==> src/rtl/sram_arb.sv <==
// ============================================================================
//  Module      : sram_arb
//  Description : Two-port arbiter for an asynchronous SRAM. A CPU port (read
//                and write) and a video port (read only) share one SRAM. Each
//                access runs IDLE -> SETUP -> STROBE -> DONE, with an extra
//                TURN cycle after CPU writes so the data bus is released
//                before the next access. Contention alternates between ports.
//  Revision    : 1.0 - initial release
// ============================================================================
`default_nettype none

module sram_arb #(
    parameter int AW = 19,
    parameter int DW = 8
) (
    input  logic          clk,
    input  logic          rst,
    // CPU port
    input  logic          cpu_req,
    input  logic          cpu_we,
    input  logic [AW-1:0] cpu_addr,
    input  logic [DW-1:0] cpu_wdata,
    output logic          cpu_ack,
    output logic [DW-1:0] cpu_rdata,
    // Video port (read only)
    input  logic          vid_req,
    input  logic [AW-1:0] vid_addr,
    output logic          vid_ack,
    output logic [DW-1:0] vid_rdata,
    // SRAM pads
    output logic [AW-1:0] sram_a,
    input  logic [DW-1:0] sram_dq_i,
    output logic [DW-1:0] sram_dq_o,
    output logic          sram_dq_oe,
    output logic          sram_ce_n,
    output logic          sram_oe_n,
    output logic          sram_we_n
);

    typedef enum logic [2:0] {
        IDLE   = 3'd0,
        SETUP  = 3'd1,
        STROBE = 3'd2,
        DONE   = 3'd3,
        TURN   = 3'd4
    } state_t;

    state_t        r_state, w_state_nxt;

    // Context of the access in flight, captured at grant
    logic [AW-1:0] r_addr, w_addr_nxt;
    logic          r_we, w_we_nxt;
    logic [DW-1:0] r_wdata, w_wdata_nxt;
    logic          r_own_vid, w_own_vid_nxt;
    logic          r_last_vid, w_last_vid_nxt;
    logic          w_grant_vid;

    // Next values of the registered SRAM/ack outputs
    logic [AW-1:0] w_a_nxt;
    logic [DW-1:0] w_dq_o_nxt;
    logic          w_dq_oe_nxt;
    logic          w_ce_n_nxt;
    logic          w_oe_n_nxt;
    logic          w_we_n_nxt;
    logic          w_cpu_ack_nxt;
    logic          w_vid_ack_nxt;

    // Next-state, arbitration and next-output decode; outputs are derived
    // from the state being entered so every pad and ack is a flop output.
    always_comb begin
        w_state_nxt    = r_state;
        w_addr_nxt     = r_addr;
        w_we_nxt       = r_we;
        w_wdata_nxt    = r_wdata;
        w_own_vid_nxt  = r_own_vid;
        w_last_vid_nxt = r_last_vid;
        w_grant_vid    = 1'b0;

        case (r_state)
            IDLE: begin
                if (cpu_req || vid_req) begin
                    // Video wins contention unless it won the previous grant
                    w_grant_vid    = vid_req && (!cpu_req || !r_last_vid);
                    w_own_vid_nxt  = w_grant_vid;
                    w_last_vid_nxt = w_grant_vid;
                    w_addr_nxt     = w_grant_vid ? vid_addr : cpu_addr;
                    w_we_nxt       = !w_grant_vid && cpu_we;
                    w_wdata_nxt    = cpu_wdata;
                    w_state_nxt    = SETUP;
                end
            end
            SETUP:   w_state_nxt = STROBE;
            STROBE:  w_state_nxt = DONE;
            DONE:    w_state_nxt = (r_we && !r_own_vid) ? TURN : IDLE;
            TURN:    w_state_nxt = IDLE;
            default: w_state_nxt = IDLE;
        endcase

        // Idle bus: chip deselected, pads released, address/data held
        w_a_nxt       = sram_a;
        w_dq_o_nxt    = sram_dq_o;
        w_dq_oe_nxt   = 1'b0;
        w_ce_n_nxt    = 1'b1;
        w_oe_n_nxt    = 1'b1;
        w_we_n_nxt    = 1'b1;
        w_cpu_ack_nxt = 1'b0;
        w_vid_ack_nxt = 1'b0;

        case (w_state_nxt)
            SETUP: begin
                w_a_nxt     = w_addr_nxt;
                w_ce_n_nxt  = 1'b0;
                w_dq_oe_nxt = w_we_nxt;
                if (w_we_nxt) begin
                    w_dq_o_nxt = w_wdata_nxt;
                end
            end
            STROBE: begin
                w_ce_n_nxt  = 1'b0;
                w_dq_oe_nxt = w_we_nxt;
                w_oe_n_nxt  = w_we_nxt;
                w_we_n_nxt  = !w_we_nxt;
            end
            DONE: begin
                // Write data stays driven through DONE for hold time
                w_ce_n_nxt    = 1'b0;
                w_dq_oe_nxt   = w_we_nxt;
                w_cpu_ack_nxt = !w_own_vid_nxt;
                w_vid_ack_nxt = w_own_vid_nxt;
            end
            default: ;
        endcase
    end

    // State and access-context registers
    always_ff @(posedge clk) begin
        if (rst) begin
            r_state    <= IDLE;
            r_addr     <= '0;
            r_we       <= 1'b0;
            r_wdata    <= '0;
            r_own_vid  <= 1'b0;
            r_last_vid <= 1'b0;
        end else begin
            r_state    <= w_state_nxt;
            r_addr     <= w_addr_nxt;
            r_we       <= w_we_nxt;
            r_wdata    <= w_wdata_nxt;
            r_own_vid  <= w_own_vid_nxt;
            r_last_vid <= w_last_vid_nxt;
        end
    end

    // Registered SRAM strobes, pads and acknowledge pulses
    always_ff @(posedge clk) begin
        if (rst) begin
            sram_a     <= '0;
            sram_dq_o  <= '0;
            sram_dq_oe <= 1'b0;
            sram_ce_n  <= 1'b1;
            sram_oe_n  <= 1'b1;
            sram_we_n  <= 1'b1;
            cpu_ack    <= 1'b0;
            vid_ack    <= 1'b0;
        end else begin
            sram_a     <= w_a_nxt;
            sram_dq_o  <= w_dq_o_nxt;
            sram_dq_oe <= w_dq_oe_nxt;
            sram_ce_n  <= w_ce_n_nxt;
            sram_oe_n  <= w_oe_n_nxt;
            sram_we_n  <= w_we_n_nxt;
            cpu_ack    <= w_cpu_ack_nxt;
            vid_ack    <= w_vid_ack_nxt;
        end
    end

    // Capture read data at the end of STROBE into the owner's holding register
    always_ff @(posedge clk) begin
        if (rst) begin
            cpu_rdata <= '0;
            vid_rdata <= '0;
        end else if (r_state == STROBE && !r_we) begin
            if (r_own_vid) begin
                vid_rdata <= sram_dq_i;
            end else begin
                cpu_rdata <= sram_dq_i;
            end
        end
    end

endmodule

`default_nettype wire

==> config.mk <==
export PLATFORM = sky130hd
export DESIGN_NAME = sram_arb
export DESIGN_NICKNAME = d
export VERILOG_FILES = /design/src/rtl/sram_arb.sv
export SDC_FILE = /design/constraint.sdc
export NUM_CORES = 1
export LEC_CHECK = 0
export BUFFER_PORTS_ARGS = -buffer_cell sky130_fd_sc_hd__buf_2
export CAP_MARGIN = 10
export CORE_ASPECT_RATIO = 0.75
export CORE_UTILIZATION = 41
export CTS_BUF_LIST = sky130_fd_sc_hd__clkbuf_16
export CTS_CLUSTER_DIAMETER = 50
export DETAILED_ROUTE_END_ITERATION = 10
export GPL_TIMING_DRIVEN = 0
export HOLD_SLACK_MARGIN = 0.02
export PLACE_DENSITY = 0.82
export SYNTH_ARGS = -nofsm -noshare
export SYNTH_HDL_FRONTEND = slang
export SYNTH_SLANG_ARGS = --single-unit
==> constraint.sdc <==
create_clock -name clk -period 1.5 [get_ports clk]
set_input_delay 0.15 -clock clk [delete_from_list [all_inputs] [get_ports clk]]
set_output_delay 0.15 -clock clk [all_outputs]
set_load 0.01 [all_outputs]
; ---- After elaboration in Yosys (flattened, before gate mapping)
; Cells that the tools add are included.
[classes]
n_mux = 13
n_bitwise = 4
eq_ne = 6
n_reduce_logical = 22
[ops]
columns = operator, n
row1 = 19-bit two-way mux, 3
row2 = 8-bit two-way mux, 2
row3 = 3-bit by 2-bit equality test with 1-bit output (second input constant), 4
row4 = 3-bit case mux with 4 select lines, 1
row5 = 2-bit AND reduction, 4
row6 = 1-bit logical NOT, 7
row7 = 3-bit by 1-bit equality test with 1-bit output (second input constant), 2
row8 = 3-bit two-way mux, 2
row9 = 2-bit OR reduction, 3
row10 = 1-bit two-way mux, 5
row11 = 1-bit logical AND, 4
row12 = 1-bit inverter, 4
row13 = 3-bit logical NOT, 1
row14 = 3-bit OR reduction, 1
row15 = 1-bit logical OR, 2
[totals]
ff_bits = 82
in_bits = 59

; ---- Depth between registers and ports, before layout
; Gate-level depths: netlist of the first run.
[depth]
word_depth = 8
ltp_mapped = 6
mapped_depth_nobuf = 3

; ---- Least setup slack after synthesis of the first run
; Ideal clock, no wire load.
[synth_timing]
path_kind = register to register
start = reg r_state[0]
end = reg sram_dq_o[0]
slack_ps = -104
stages_incl_launch_ff = 5
arrival_time_ps = 1532
path_buffers = 1
period_less_slack_ps = 1604
path_cell_list = dfxtp_1 buf_6 or3_4 nor4_4 mux2i_1
[synth_between]
elab_chain_len = 4
[synth_rtl]
columns = element, line
row1 = from (decl), 48  ; state_t r_state, w_state_nxt;
row2 = from (signal assigned), 145  ; r_state <= w_state_nxt;
row3 = "3-bit by 2-bit equality test with 1-bit output, or another cell as far along", 79  ; case (r_state)
row4 = 3-bit case mux with 4 select lines, 79
row5 = 3-bit by 1-bit equality test with 1-bit output, 109  ; case (w_state_nxt)
row6 = 2-bit AND reduction (no line), n/a
row7 = to (signal assigned), 167  ; sram_dq_o <= w_dq_o_nxt;
row8 = to (decl), 33  ; output logic [DW-1:0] sram_dq_o,
; Parallel ways exist; a longest one is shown, timed or not.
; A chain may end at the register's enable or synchronous reset.

; ---- Worst setup path in the final report of the first run
[layout_timing]
start = reg r_state[0]
end = reg sram_a[8]
[layout_between]
elab_chain_len = 3
[layout_rtl]
columns = element, line
row1 = "3-bit by 2-bit equality test with 1-bit output, or another cell as far along", 79
row2 = 3-bit case mux with 4 select lines, 79
row3 = 3-bit by 1-bit equality test with 1-bit output, 109
row4 = to (signal assigned), 166  ; sram_a <= w_a_nxt;
row5 = to (decl), 31  ; output logic [AW-1:0] sram_a,
; Parallel ways exist; a longest one is shown, timed or not.

==> impl_metrics.csv, run 1 <==
group,metric,value,unit
global_routing,antenna_found_initial,0,
yosys,synth_edf_count,0,
layout,finalNetCount,442,
floorplan,ios,108,
worst_setup_path,crit_path_max_fanout,5,
hold_path,hold_end,"sram_dq_o[7]",
clock_network,cts_made_buffers,5,
timing,fin_crit,1.525,ns
worst_setup_path,critical_path_class,"flop to flop",
run_status,violations,"negative setup slack",
clock_network,holdBufCountCts,0,
worst_setup_path,worstReg2RegEnd,"sram_a[8]",
global_routing,grt_use_met3,3.423,%
floorplan,die_h,67.77,µm
route,wl,6.786,mm
global_routing,grt_max_degree,17,
worst_setup_path,cp-startpoint,"r_state[0]",
hold_path,min_from,"cpu_wdata[7]",
pwr,ir_worst_vdd,0.6685,mV
hold_path,min_path_cells,3,
place,dpl.hpwl,4.764,mm
timing,rsz0062_at_grt,"yes",
hold_path,hp-class,"input pin to flop",
floorplan,rows,23,
global_routing,grt-busiest-layer,"met2",
clock_network,clk_pin_slew,0.07,ns
global_routing,grt_pass1_wl,10.21,mm
yosys,yosysWarnings,0,
worst_setup_path,r2r_slack,-0.03,ns
global_routing,track_usage,22.18,%
layout,fin_util,61.26,%
timing,min_period_over_period,101.7,%
yosys,ys_seq_area_share,46.56,%
clock_network,clk-insertion-delay-late,0.28,ns
route,first_iter_violations,117,
clock_network,clock_sinks,55,
yosys,yosys-top-cells-count,"55 x dfxtp_1, 37 x a21oi_1, 26 x mux2i_1",
timing,worst_pin_slew,0.5481,ns
clock_network,root_buffer,"clkbuf_16",
floorplan,floorplan.die_area,0.006079,mm²
layout,multi_input_area,0.001145,mm²
place,gp_congestion,0.8588,
floorplan,core_region_area,0.005439,mm²
timing,skew,0.005067,ns
timing,drv_slew,0,
yosys,synth_area_leaders,"dfxtp_1 47%, mux2i_1 11%, a21oi_1 7.8%, a211oi_1 7.0%, nand2b_1 5.0%",
clock_network,h-tree-depth,2,
global_routing,overflow,0,
worst_setup_path,cp.required,1.64,ns
pwr,p_leak,1.493,nW
clock_network,cts_tree,"built",
run_status,status,"finished with violations",
yosys,yosysTopAreaCellShare,46.56,%
route,postRouteAntennaNets,0,
yosys,synth_area_leader_cell,"dfxtp_1",
yosys,synth-seq-cells,55,
route,drc,0,
timing,hold_viol,0,
global_routing,met2_usage,37.12,%
route,vias,2330,
yosys,syn_area,0.002365,mm²
timing,fmax,0.6556,GHz
timing,fin_hold_ws,0.1253,ns
layout,n_antenna_cell,0,
worst_setup_path,r2r-start,"r_state[0]",
yosys,synth_flop_cell,"dfxtp_1",
timing,layout_setup_ws,-0.02533,ns
yosys,avgSynthCellArea,9.130,µm²
yosys,synth_cells,259,
timing,setup_viol,12,
layout,final_layout_size_suffix_gt1_share,39.84,%
global_routing,grtUsageMet1,30.06,%
yosys,ys_async_sr_fraction,0,%
clock_network,clockBufferDepth,2,
worst_setup_path,end_kind,"flop",
worst_setup_path,start_kind,"flop",
yosys,synth_cell_types,31,
place,io_buffer_count,106,
layout,regArea,0.001104,mm²
job,cap_violations,0,
route,via_per_inst,5.076,
route,drt_first_pass_iters,4,
floorplan,die_w,89.70,µm
worst_setup_path,crit_arrival,1.67,ns
yosys,synth_most_common_cell,"dfxtp_1",
global_routing,grt_pass1_vias,2141,
floorplan,initial_core_util,43.48,%
pwr,power_density,1180,mW/mm²
layout,fill_cells,449,
timing,max-slew-margin-rel,63.46,%
worst_setup_path,rr_worst_depth,6,
yosys,synth_nets,318,
route,drt-wirelength-per-cell,14.78,µm
layout,areaGrowthSynthToFinish,40.90,%
how the worst max path moves through the flow:
| stage | to | cells past startpoint |
|---|---|---|
| floorplan | sram_dq_o[0] | 4 |
| global placement | sram_dq_o[2] | 4 |
| detailed placement | sram_dq_o[3] | 4 |
| CTS | sram_dq_o[2] | 5 |
| global route | sram_dq_o[2] | 5 |
| finish | sram_a[8] | 6 |
registers in the layout (all words and copies together) (netlist names), 3 cells and up:
name	cells
cpu_rdata	8
r_state	3
sram_a	19
sram_dq_o	8
vid_rdata	8
power by group:
part / leakage [nW] / total, W / internal [W] / switching (W)
logic: 0.976 / 0.00113 / 0.000538 / 0.000596
registers: 0.451 / 0.00169 / 0.00161 / 0.0000843
clock network: 0.0649 / 0.00110 / 0.000608 / 0.000497
total: 1.49 / 0.00393 / 0.00276 / 0.00118
area by class of cell:
| type | instances | share of cell area, % |
|---|---|---|
| Sequential cell | 55 | 33.12 |
| Clock buffer | 5 | 3.755 |
| Clock inverter | 3 | 0.4506 |
| Tap cell | 75 | 2.816 |
| Inverter | 2 | 0.2253 |
| Multi-Input combinational cell | 168 | 34.36 |
| Timing Repair Buffer | 118 | 19.53 |
| Buffer | 33 | 5.745 |
cells by family after synthesis:
family                 Yosys count  share of synthesized area (%)
AND/OR/NAND/NOR                 59                          14.81
flip-flops                      55                          46.56
buffers and inverters           36                          6.614
multiplexers                    26                          11.01
AO/OA/AOI/OAI                   83                          21.01
cells in the final DEF, fill, tap and decap left out, types with 2 or more instances in the layout:
cell type    n
inv_1        2
nand3_1     17
clkbuf_16    5
dfxtp_1     53
o21ai_0     16
a21oi_1     37
nor3_4       2
clkbuf_1    14
a211oi_1    20
nand2_1      4
o32ai_1      2
nor2b_1      2
nor4_1       3
clkinv_1     2
clkbuf_2     3
buf_2      113
mux2i_1     26
nand2b_1    19
nor3_1       2
buf_12       2
clkbuf_4     3
buf_6        6
a211oi_2     2
dfxtp_2      2
buf_4        8
nor2_1       2
or4_1        2
stage by stage:
step	TNS [ns]	cell area, µm²	power (W)	setup WS (ns)	std cells
2_1_floorplan	-0.8333	2365	0.002295	-0.1042	259
3_3_place_gp	-6.044	2989	0.002600	-0.2938	440
3_5_place_dp	-7.339	2989	0.002631	-0.3195	440
4_1_cts	-0.1089	3228	0.003821	-0.02293	453
5_1_grt	-0.7087	3332	0.004127	-0.07171	459
6_report	-0.09456	3332	0.003932	-0.02533	459
worst max-delay path, stage by stage, from the launching register on:
cell,delay [ns]
dfxtp_2,0.33
buf_6,0.12
or3_4,0.34
buf_2,0.16
nor2_4,0.20
buf_6,0.16
a211oi_1,0.07
repair_timing:
action                                  4_1_cts  5_1_grt
buffers inserted                              5        5
gates cloned                                  0        2
endpoints found under the setup margin       40       39
gates resized for setup                      16       17
pin swaps                                     4       13
per-layer routing:
metal,wire length (µm),up-vias,share of wire [%]
met5,0,-,0
met2,3209,88,47
li1,-,1171,-
met1,3104,1067,46
met4,23,0,0.34
met3,449,4,6.6
Note: power is estimated with default switching activity, not from simulation.
==> inputs of run 2 (changes only) <==
--- a/config.mk
+++ b/config.mk
@@ -8,13 +8,14 @@
 export BUFFER_PORTS_ARGS = -buffer_cell sky130_fd_sc_hd__buf_2
 export CAP_MARGIN = 10
 export CORE_ASPECT_RATIO = 0.75
-export CORE_UTILIZATION = 41
+export CORE_UTILIZATION = 40
 export CTS_BUF_LIST = sky130_fd_sc_hd__clkbuf_16
 export CTS_CLUSTER_DIAMETER = 50
 export DETAILED_ROUTE_END_ITERATION = 10
 export GPL_TIMING_DRIVEN = 0
 export HOLD_SLACK_MARGIN = 0.02
-export PLACE_DENSITY = 0.82
+export PLACE_DENSITY = 0.81
+export SKIP_CTS_REPAIR_TIMING = 1
 export SYNTH_ARGS = -nofsm -noshare
 export SYNTH_HDL_FRONTEND = slang
 export SYNTH_SLANG_ARGS = --single-unit
==> impl_metrics.csv, run 2 (synthesis results as in run 1) <==
group,metric,value,unit
run_status,status,"finished with violations",
clock_network,root_buffer,"clkbuf_16",
route,first_iter_violations,103,
timing,rsz0062_at_grt,"yes",
layout,areaGrowthSynthToFinish,39.79,%
route,vias,2363,
route,via_per_inst,5.205,
timing,drv_slew,0,
place,post_dp_cell_area,0.002989,mm²
worst_setup_path,worstReg2RegEnd,"sram_dq_o[4]",
place,dpl.hpwl,4.671,mm
layout,regArea,0.001102,mm²
worst_setup_path,crit_path_max_fanout,8,
layout,finalNetCount,437,
floorplan,floorplan.die_area,0.006226,mm²
place,io_buffer_count,106,
route,wl,6.438,mm
clock_network,cts_tree,"built",
route,drc,0,
hold_path,hold_end,"vid_rdata[2]",
floorplan,core_region_area,0.005525,mm²
timing,fmax,0.6318,GHz
clock_network,clockBufferDepth,2,
layout,final_layout_size_suffix_gt1_share,40.37,%
clock_network,clk-insertion-delay-late,0.29,ns
timing,worst_pin_slew,0.5972,ns
clock_network,clock_sinks,55,
layout,fin_util,59.83,%
route,drt-wirelength-per-cell,14.18,µm
global_routing,antenna_found_initial,0,
global_routing,grt_pass1_wl,10.07,mm
worst_setup_path,r2r-start,"r_state[0]",
worst_setup_path,rr_worst_depth,5,
worst_setup_path,start_kind,"flop",
layout,layout_common_cells,"115 x buf_2, 54 x dfxtp_1, 37 x a21oi_1",
worst_setup_path,end_kind,"flop",
floorplan,die_w,90.79,µm
route,drt_first_pass_iters,4,
floorplan,rows,23,
layout,final_common_cell,"buf_2",
floorplan,die_h,68.59,µm
hold_path,min_path_cells,3,
clock_network,clk_pin_slew,0.07,ns
hold_path,min_from,"sram_dq_i[2]",
run_status,violations,"negative setup slack",
pwr,power_density,1184,mW/mm²
layout,fill_cells,502,
layout,multi_input_area,0.001170,mm²
clock_network,h-tree-depth,2,
layout,largest-register,"sram_a",
global_routing,grt_max_degree,17,
timing,layout_setup_ws,-0.08287,ns
hold_path,hp-class,"input pin to flop",
layout,final_cell_area,0.003306,mm²
layout,final_cells,454,
pwr,ir_worst_vdd,0.5563,mV
place,dp_slack,-0.3204,ns
floorplan,initial_core_util,42.80,%
timing,max-slew-margin-rel,60.19,%
route,postRouteAntennaNets,0,
place,dp.cells,440,
global_routing,track_usage,20.66,%
clock_network,cts_made_buffers,5,
timing,hold_viol,0,
pwr,p_leak,1.475,nW
worst_setup_path,r2r_slack,-0.08,ns
global_routing,overflow,0,
worst_setup_path,critical_path_class,"flop to flop",
timing,skew,0.007582,ns
layout,n_antenna_cell,0,
worst_setup_path,cp.required,1.72,ns
timing,fin_crit,1.583,ns
timing,min_period_over_period,105.5,%
timing,setup_viol,8,
place,gp_congestion,0.8035,
job,cap_violations,0,
global_routing,grt_pass1_vias,2152,
floorplan,ios,108,
worst_setup_path,crit_arrival,1.80,ns
layout,largest_reg_flops,19,
[run 2: changes by cell type in the layout (fill, tap and decap cells not counted), sizes merged]
| cell | before | now |
|---|---|---|
| clkbuf | 25 | 23 |
| inv | 2 | 3 |
| clkinv | 2 | 1 |
| buf | 131 | 128 |
[run 2: area by class of cell]
class | instances | share of cell area [%]
inverter | 2 | 0.2271
timing repair buffer | 113 | 18.24
tap | 75 | 2.839
multi-input combinational | 168 | 35.39
clock buffer | 5 | 3.785
clock inverter | 3 | 0.4921
buffer | 33 | 5.678
sequential | 55 | 33.35
[run 2: layer usage]
metal	vias to the layer above	global-route usage [%]	wire, µm	share of wire, %
met3	8	4.825	331	5.1
met2	67	34.75	3037	47
li1	1166	-	-	-
met1	1122	26.39	2968	46
met4	0	7.738	102	1.6
met5	-	0	0	0
[run 2: critical path, stage by stage (launching register included)]
cell     delay (ns)
dfxtp_2        0.34
buf_8          0.12
or3_4          0.38
nor4_4         0.31
buf_12         0.17
mux2i_1        0.18
[run 2: report_power, final]
part | internal, W | total, W | switching [W]
Clock | 0.000611 | 0.00113 | 0.000517
Combinational | 0.000505 | 0.00109 | 0.000589
Sequential | 0.00161 | 0.00169 | 0.0000852
[run 2: per-stage QoR]
| step | total power (W) | TNS [ns] | hold slack, ns |
|---|---|---|---|
| finish | 0.003915 | -0.5187 | 0.1173 |
| CTS | 0.003757 | -9.116 | 0.1122 |
| global placement | 0.002611 | -7.651 | 0.4173 |
| floorplan | 0.002295 | -0.8333 | 0.2977 |
| detailed placement | 0.002637 | -8.340 | 0.4237 |
| global route | 0.004119 | -1.458 | 0.1175 |
[run 2: worst max path at each step]
stage / startpoint / endpoint / slack, ns
floorplan: r_state[0] / sram_dq_o[0] / -0.10
global placement: r_state[2] / vid_rdata[0] / -0.30
detailed placement: r_state[2] / vid_rdata[5] / -0.32
CTS: r_state[2] / vid_rdata[0] / -0.34
global route: r_state[0] / sram_dq_o[4] / -0.16
finish: r_state[0] / sram_dq_o[4] / -0.08
==> inputs of run 3 (changes only) <==
--- a/config.mk
+++ b/config.mk
@@ -12,7 +12,7 @@
 export CTS_BUF_LIST = sky130_fd_sc_hd__clkbuf_16
 export CTS_CLUSTER_DIAMETER = 50
 export DETAILED_ROUTE_END_ITERATION = 10
-export GPL_TIMING_DRIVEN = 0
+export GPL_TIMING_DRIVEN = 1
 export HOLD_SLACK_MARGIN = 0.02
 export PLACE_DENSITY = 0.81
 export SKIP_CTS_REPAIR_TIMING = 1
==> impl_metrics.csv, run 3 (synthesis results as in run 1) <==
group,metric,value,unit
timing,tns,0,ns
pwr,power_density,1181,mW/mm²
clock_network,h-tree-depth,2,
route,drc,0,
job,cap_violations,0,
run_status,status,"complete, no violations",
pwr,ir_worst_vdd,0.7954,mV
timing,drv_slew,0,
timing,fmax,0.6861,GHz
route,drt_first_pass_iters,4,
layout,finalNetCount,414,
floorplan,rows,23,
worst_setup_path,cp_num_buf_inv,1,
layout,final_common_cell,"buf_2",
route,wl,5.868,mm
global_routing,grt_pass1_vias,2034,
timing,fin_crit,1.457,ns
global_routing,met2_usage,32.39,%
route,first_iter_violations,85,
worst_setup_path,cp-startpoint,"r_state[1]",
route,drt-wirelength-per-cell,13.65,µm
worst_setup_path,cp.required,1.71,ns
route,via_per_inst,5.153,
worst_setup_path,crit_path_max_fanout,8,
global_routing,track_usage,18.65,%
global_routing,grtUsageMet1,23.51,%
worst_setup_path,start_kind,"flop",
clock_network,clock_sinks,55,
layout,fin_util,57.02,%
worst_setup_path,endpoint,"sram_dq_o[6]",
layout,areaGrowthSynthToFinish,33.23,%
pwr,total_power,0.003721,W
route,postRouteAntennaNets,0,
worst_setup_path,cp_num_cells,4,
clock_network,clockBufferDepth,2,
timing,rsz0062_at_grt,"yes",
clock_network,clk_pin_slew,0.06,ns
global_routing,overflow,0,
worst_setup_path,end_kind,"flop",
global_routing,grt-busiest-layer,"met2",
route,vias,2216,
place,io_buffer_count,107,
timing,setup_viol,0,
worst_setup_path,rr_worst_depth,4,
worst_setup_path,r2r_slack,0.04,ns
layout,n_antenna_cell,0,
worst_setup_path,worstReg2RegEnd,"sram_dq_o[6]",
place,dpl.hpwl,4.346,mm
worst_setup_path,critical-path-slowest-cell,"or3_4",
worst_setup_path,critical_path_class,"flop to flop",
layout,largest-register,"sram_a",
layout,largest_reg_flops,19,
layout,layout_common_cells,"107 x buf_2, 55 x dfxtp_1, 37 x a21oi_1",
timing,max-slew-margin-rel,74.37,%
global_routing,grt_use_met3,4.386,%
worst_setup_path,max_stage_delay,0.40,ns
layout,fill_cells,523,
clock_network,cts_made_buffers,5,
hold_path,hp-class,"input pin to flop",
worst_setup_path,crit_family,"simple AND/OR/NAND/NOR gates",
floorplan,ios,108,
place,gp_congestion,0.7454,
timing,min_period_over_period,97.16,%
global_routing,antenna_found_initial,0,
floorplan,floorplan.die_area,0.006226,mm²
worst_setup_path,r2r-start,"r_state[1]",
worst_setup_path,crit_arrival,1.66,ns
clock_network,clk-insertion-delay-late,0.28,ns
worst_setup_path,worstPathCellList,"or3_4, nor4_4, buf_12, mux2i_1",
layout,final_layout_size_suffix_gt1_share,38.59,%
floorplan,die_w,90.79,µm
clock_network,cts_tree,"built",
floorplan,die_h,68.59,µm
layout,final_cell_area,0.003151,mm²
hold_path,min_from,"sram_dq_i[4]",
global_routing,grt_max_degree,28,
global_routing,grt_pass1_wl,9.190,mm
timing,worst_pin_slew,0.3844,ns
timing,hold_viol,0,
floorplan,core_region_area,0.005525,mm²
timing,skew,0.004952,ns
clock_network,root_buffer,"clkbuf_16",
pwr,p_leak,1.412,nW
floorplan,initial_core_util,42.80,%
place,post_dp_cell_area,0.003004,mm²
## run 3: report_power, final
| group | switching, W | internal [W] |
|---|---|---|
| Clock | 0.000473 | 0.000601 |
| Combinational | 0.000526 | 0.000437 |
| Sequential | 0.0000763 | 0.00161 |
## run 3: worst reg2reg max path, delay by kind of cell, from the launching register on
kind	cells	cell delay [ns]
and+or+nand+nor	2	0.71
buffers and inverters	1	0.17
DFF	1	0.31
muxes	1	0.19
## run 3: how the worst min path moves through the flow
stage,end,depth (start not counted)
2_1_floorplan,cpu_rdata[0],2
3_3_place_gp,sram_dq_o[2],3
3_5_place_dp,vid_rdata[4],3
4_1_cts,vid_rdata[4],3
5_1_grt,vid_rdata[1],3
6_report,cpu_rdata[4],3
## run 3: area by class of cell
cell class / count / area [µm²] / area share, %
Clock buffer: 5 / 125.1 / 3.971
Clock inverter: 2 / 8.758 / 0.2780
Inverter: 2 / 7.507 / 0.2383
Multi-Input combinational cell: 168 / 1121 / 35.58
Sequential cell: 55 / 1101 / 34.95
Tap cell: 75 / 93.84 / 2.979
Timing Repair Buffer: 123 / 693.2 / 22.00
## run 3: stage by stage
stage                     std cells  worst slack, ns  hold slack (ns)
after floorplan                 259          -0.1042           0.2977
after global placement          422           0.1049           0.4176
after detailed placement        422          0.04553           0.4250
after CTS                       429          0.02179           0.1240
after global routing            430         -0.05291           0.1232
final                           430          0.04254           0.1274
## run 3: per-layer routing
layer  wire length (µm)  part of all wire, %  vias to the layer above
li1                   -                    -                     1121
met1               2777                   47                     1022
met2               2751                   47                       67
met3                272                  4.6                        6
met4                 65                  1.1                        0
met5                  0                    0                        -
